==> config.mk <==
export PLATFORM = sky130hd
export DESIGN_NAME = car_sensor_emitter
export DESIGN_NICKNAME = d
export VERILOG_FILES = /design/src/rtl/car_sensor_emitter.sv
export SDC_FILE = /design/constraint.sdc
export NUM_CORES = 1
export LEC_CHECK = 0
export BUFFER_PORTS_ARGS = -buffer_cell sky130_fd_sc_hd__buf_2
export CAP_MARGIN = 20
export CORE_ASPECT_RATIO = 0.5
export CORE_MARGIN = 1.5
export CORE_UTILIZATION = 40
export CTS_CLUSTER_SIZE = 25
export DETAILED_ROUTE_END_ITERATION = 6
export PLACE_DENSITY = 0.59
export SYNTH_ARGS = -nofsm -noshare
export SYNTH_HDL_FRONTEND = slang
export SYNTH_SLANG_ARGS = --single-unit
==> constraint.sdc <==
create_clock -name clk -period 3.36 [get_ports clk]
set_clock_uncertainty 0.05 [all_clocks]
set_input_delay 0.336 -clock clk [delete_from_list [all_inputs] [get_ports clk]]
set_output_delay 0.336 -clock clk [all_outputs]
set_load 0.03 [all_outputs]
==> src/rtl/car_sensor_emitter.sv <==
// car_sensor_emitter: emits the two-sensor pattern a car produces while
// passing an outer/inner sensor pair. Each request runs PH1, PH2, PH3 and
// GAP for dwell+1 cycles each, then returns to IDLE with a one-cycle done
// pulse and an occupancy count update (+1 entry, -1 exit).
// Optional build macro: EMITTER_CNT_SAT_EN makes the occupancy count
// saturate at 0 and 7 instead of wrapping modulo 8.
module car_sensor_emitter #(
  parameter int unsigned DWELL_W = 4
) (
  input  logic               clk,
  input  logic               rst_n,
  input  logic               start,
  input  logic               dir,
  input  logic [DWELL_W-1:0] dwell,
  input  logic               abort,
  output logic [1:0]         dout,
  output logic               busy,
  output logic               done,
  output logic [2:0]         cnt
);

  typedef enum logic [2:0] {
    IDLE = 3'd0,
    PH1  = 3'd1,
    PH2  = 3'd2,
    PH3  = 3'd3,
    GAP  = 3'd4
  } state_t;

  localparam logic [DWELL_W-1:0] TIMER_ONE = DWELL_W'(1);

  state_t             state;
  logic [DWELL_W-1:0] timer;
  logic [DWELL_W-1:0] dwell_q;
  logic               dir_q;

  // Pattern shown while in a given state; exit reverses the sensor order.
  function automatic logic [1:0] pattern(input state_t s, input logic d);
    logic [1:0] p;
    p = 2'b00;
    case (s)
      PH1:     p = d ? 2'b01 : 2'b10;
      PH2:     p = 2'b11;
      PH3:     p = d ? 2'b10 : 2'b01;
      default: p = 2'b00;
    endcase
    return p;
  endfunction

  // Occupancy update applied when a sequence completes.
  function automatic logic [2:0] next_cnt(input logic [2:0] c, input logic d);
    logic [2:0] n;
`ifdef EMITTER_CNT_SAT_EN
    if (!d) n = (c == 3'd7) ? c : c + 3'd1;
    else    n = (c == 3'd0) ? c : c - 3'd1;
`else
    n = d ? c - 3'd1 : c + 3'd1;
`endif
    return n;
  endfunction

  // Sequencer: state, dwell timer, latched request and all registered outputs.
  always_ff @(posedge clk or negedge rst_n) begin
    if (!rst_n) begin
      state   <= IDLE;
      timer   <= '0;
      dwell_q <= '0;
      dir_q   <= 1'b0;
      dout    <= 2'b00;
      busy    <= 1'b0;
      done    <= 1'b0;
      cnt     <= '0;
    end else begin
      done <= 1'b0;
      case (state)
        IDLE: begin
          // Abort together with start keeps the emitter idle.
          if (start && !abort) begin
            state   <= PH1;
            dir_q   <= dir;
            dwell_q <= dwell;
            timer   <= dwell;
            dout    <= pattern(PH1, dir);
            busy    <= 1'b1;
          end
        end
        PH1, PH2, PH3, GAP: begin
          if (abort) begin
            state <= IDLE;
            timer <= '0;
            dout  <= 2'b00;
            busy  <= 1'b0;
          end else if (timer != '0) begin
            timer <= timer - TIMER_ONE;
          end else begin
            timer <= dwell_q;
            case (state)
              PH1: begin
                state <= PH2;
                dout  <= pattern(PH2, dir_q);
              end
              PH2: begin
                state <= PH3;
                dout  <= pattern(PH3, dir_q);
              end
              PH3: begin
                state <= GAP;
                dout  <= pattern(GAP, dir_q);
              end
              default: begin
                state <= IDLE;
                timer <= '0;
                dout  <= 2'b00;
                busy  <= 1'b0;
                done  <= 1'b1;
                cnt   <= next_cnt(cnt, dir_q);
              end
            endcase
          end
        end
        default: begin
          state <= IDLE;
          timer <= '0;
          dout  <= 2'b00;
          busy  <= 1'b0;
        end
      endcase
    end
  end

endmodule

==> flow_metrics.env <==
export IMPL_fp_dieH_um=40.1
export IMPL_internal_power_mw=0.666
export IMPL_ant_nets=0
export IMPL_initial_core_util_pct=42.3
export IMPL_tightest_slew_ns=0.541
export IMPL_min_period_ns=2.07
export IMPL_crit_type="reg -> reg"
export IMPL_register_area_um2=475
export IMPL_synthCells=105
export IMPL_hp_class="in -> reg"
export IMPL_clock_path_buffers=2
export IMPL_viasPerCell=5.22
export IMPL_power_frac_seq_pct=37.5
export IMPL_n_antenna_cell=0
export IMPL_slew_violations=0
export IMPL_drt_wl_total_um=2100
export IMPL_synth_main_ff_cell="dfrtp_1"
export IMPL_synth_edff_count=0
export IMPL_peakVddDrop_v=0.000348
export IMPL_fp_dieArea_um2=3090
export IMPL_setup_viol=0
export IMPL_area_growth_pct=14.1
export IMPL_max_freq_mhz=484
export IMPL_hpwl_um=1510
export IMPL_fillCellCount=251
export IMPL_max_cap_violations=0
export IMPL_relSlewSlack_pct=63.8
export IMPL_post_cts_buffers=0
export IMPL_rows=13
export IMPL_worstPathMaxFanout=7
export IMPL_mappedNetlistArea_um2=1100
export IMPL_cts_buffers=3
export IMPL_num_nets_final=134
export IMPL_cp_arrival_ns=2.17
export IMPL_cts_resized=0
export IMPL_grt_max_degree=20
export IMPL_top_layer="met4"
export IMPL_post_drt_wl_per_cell_um=13.3
export IMPL_clkSinkCount=19
export IMPL_holdWs_ns=0.248
export IMPL_syn_area_per_cell_um2=10.5
export IMPL_switching_share_pct=40.5
export IMPL_drc_errors=0
export IMPL_fin_tns_setup_ns=0
export IMPL_wl_met1_um=1080
export IMPL_io_pins=16
export IMPL_grt_pass1_vias=766
export IMPL_grt_setup_unrepaired="false"
export IMPL_cp_required_ns=3.46
export IMPL_power_density_nw_per_um2=892
export IMPL_power_switching_mw=0.453
export IMPL_cp_start_kind="register"
export IMPL_grt_pass1_wl_um=3620
export IMPL_place_congestion=0.802
export IMPL_h_tree_depth=1
export IMPL_numPortBuffers=15
export IMPL_die_w_um=77.2
export IMPL_ys_ff_latch=19
export IMPL_track_usage_pct=16.2
export IMPL_overflow=0
export IMPL_yosysWarningCount=0
export IMPL_clk_latency_ns=0.26
export IMPL_clk_pin_slew_worst_paths_ns=0.07
export IMPL_wl_met3_um=110
export IMPL_end_kind="register"
export IMPL_drt_iter0_drc=47
export IMPL_wl_met2_um=872
export IMPL_leakagePower_nw=0.581
export IMPL_core_um2=2600
export IMPL_hold_violations=0
export IMPL_period_share_pct=61.5
export IMPL_dr_pass1_iters=4
export IMPL_clockRootBuffer="clkbuf_8"
export IMPL_vias=824
export IMPL_async_reset_ff_share_pct=100
export IMPL_pwr_share_clk_pct=14.5
export IMPL_synth_seq_area_share_pct=43.2
export IMPL_synth_cell_types=38
export IMPL_multi_input_area_um2=568
export IMPL_status="finished, final reports clean"
export IMPL_cts_tree="built"
export IMPL_pwr_share_comb_pct=47.9
export IMPL_drive_gt1_share_pct=21.5
export IMPL_syn_nets=117
export IMPL_antenna_found_initial=0
## synthesized netlist by cell type (2+ instances only)
library cell,number,area (um2)
dfrtp_1,19,475
inv_1,9,33.8
a21oi_1,8,40.0
mux2_1,8,90.1
nand2_1,5,18.8
nor2_1,5,18.8
nor3_1,4,20.0
mux2_4,3,45.0
nand3_1,3,15.0
xor2_1,3,26.3
a211oi_1,2,15.0
a22oi_1,2,15.0
a2bb2oi_1,2,17.5
clkbuf_1,2,7.51
ha_1,2,25.0
nand2b_1,2,12.5
o21a_1,2,15.0
o21ai_1,2,10.0
o22ai_1,2,12.5
xnor2_1,2,17.5
## final timing paths
kind                                      start                     end  slack (ns)  cells past startpoint
max                        timer[0]$_DFFE_PN0P_     dout[1]$_DFFE_PN0P_        1.29                      6
min                                    dwell[3]  dwell_q[3]$_DFFE_PN0P_        0.25                      2
max reg2reg                timer[0]$_DFFE_PN0P_     dout[1]$_DFFE_PN0P_        1.29                      6
min reg2reg                  cnt[2]$_DFFE_PN0P_      cnt[2]$_DFFE_PN0P_        0.41                      1
max in group asynchronous                 rst_n    state[2]$_DFFE_PN0P_        2.46                      2
min in group asynchronous                 rst_n    timer[2]$_DFFE_PN0P_        0.49                      2
## power groups by stage
stage	combinational, mW	sequential [mW]	clock [mW]
6_report	0.536	0.420	0.163
2_1_floorplan	0.427	0.428	0
4_1_cts	0.541	0.419	0.169
3_3_place_gp	0.532	0.421	0
3_5_place_dp	0.536	0.424	0
5_1_grt	0.602	0.436	0.180
## repair_timing
item | 4_1_cts | 5_1_grt
hold endpoints to repair | 19 | 0
hold buffers | 1 | 0
endpoints found under the setup margin | 0 | 0
## cells by family (layout without fill, tap and decap cells)
kind of cell	count (synthesis)	count (layout)	synth area share [%]
AND/OR/NAND/NOR	28	28	14.8
AO/OA/AOI/OAI	26	26	16.5
flip-flops	19	19	43.2
buffers and inverters	13	29	5.12
multiplexers	11	11	12.3
XOR/XNOR	5	5	3.98
adder cells (fa/ha/maj)	3	3	4.10
## per-stage QoR
step	util, %	area (um2)	setup WS [ns]	instances	power, mW
6_report	48.2	1250	1.29	158	1.12
5_1_grt	48.2	1250	1.20	158	1.22
4_1_cts	48.2	1250	1.30	158	1.13
3_5_place_dp	46.1	1200	1.32	153	0.960
3_3_place_gp	46.1	1200	1.35	153	0.953
2_1_floorplan	-	1100	1.41	105	0.855
## sequential cells by signal, summed over array words and instances (netlist names)
name and cells:
dout 2, busy 1, dwell_q 4, state 3, timer 4, cnt 3
dir_q 1, done 1
## critical path, stage by stage (launching register included)
cell,delay [ns]
dfrtp_1,0.38
inv_1,0.08
ha_1,0.22
nor3b_2,0.20
or4_4,0.54
a21boi_4,0.17
mux2_4,0.31
## placed cells by master, fill, tap and decap left out, types with 4 or more instances in the layout
cell | netlist | final
nand2_1 | 5 | 5
mux2_1 | 8 | 8
nor2_1 | 5 | 5
a21oi_1 | 8 | 8
inv_1 | 9 | 9
buf_2 | 0 | 15
dfrtp_1 | 19 | 19
nor3_1 | 4 | 4
## layer usage
| metal | GRT usage [%] | up-vias |
|---|---|---|
| met5 | 0 | - |
| met4 | 5.45 | 0 |
| met3 | 6.36 | 4 |
| met2 | 26.1 | 16 |
| met1 | 20.6 | 392 |
| li1 | - | 412 |
## area by class of cell
class / instances / share of cell area, %
clock inverter: 1 / 0.399
timing repair buffer: 16 / 6.78
inverter: 9 / 2.69
tap: 37 / 3.69
clock buffer: 3 / 3.29
sequential: 19 / 37.9
multi-input combinational: 73 / 45.3
No activity file was read; power rests on OpenSTA's default activity.
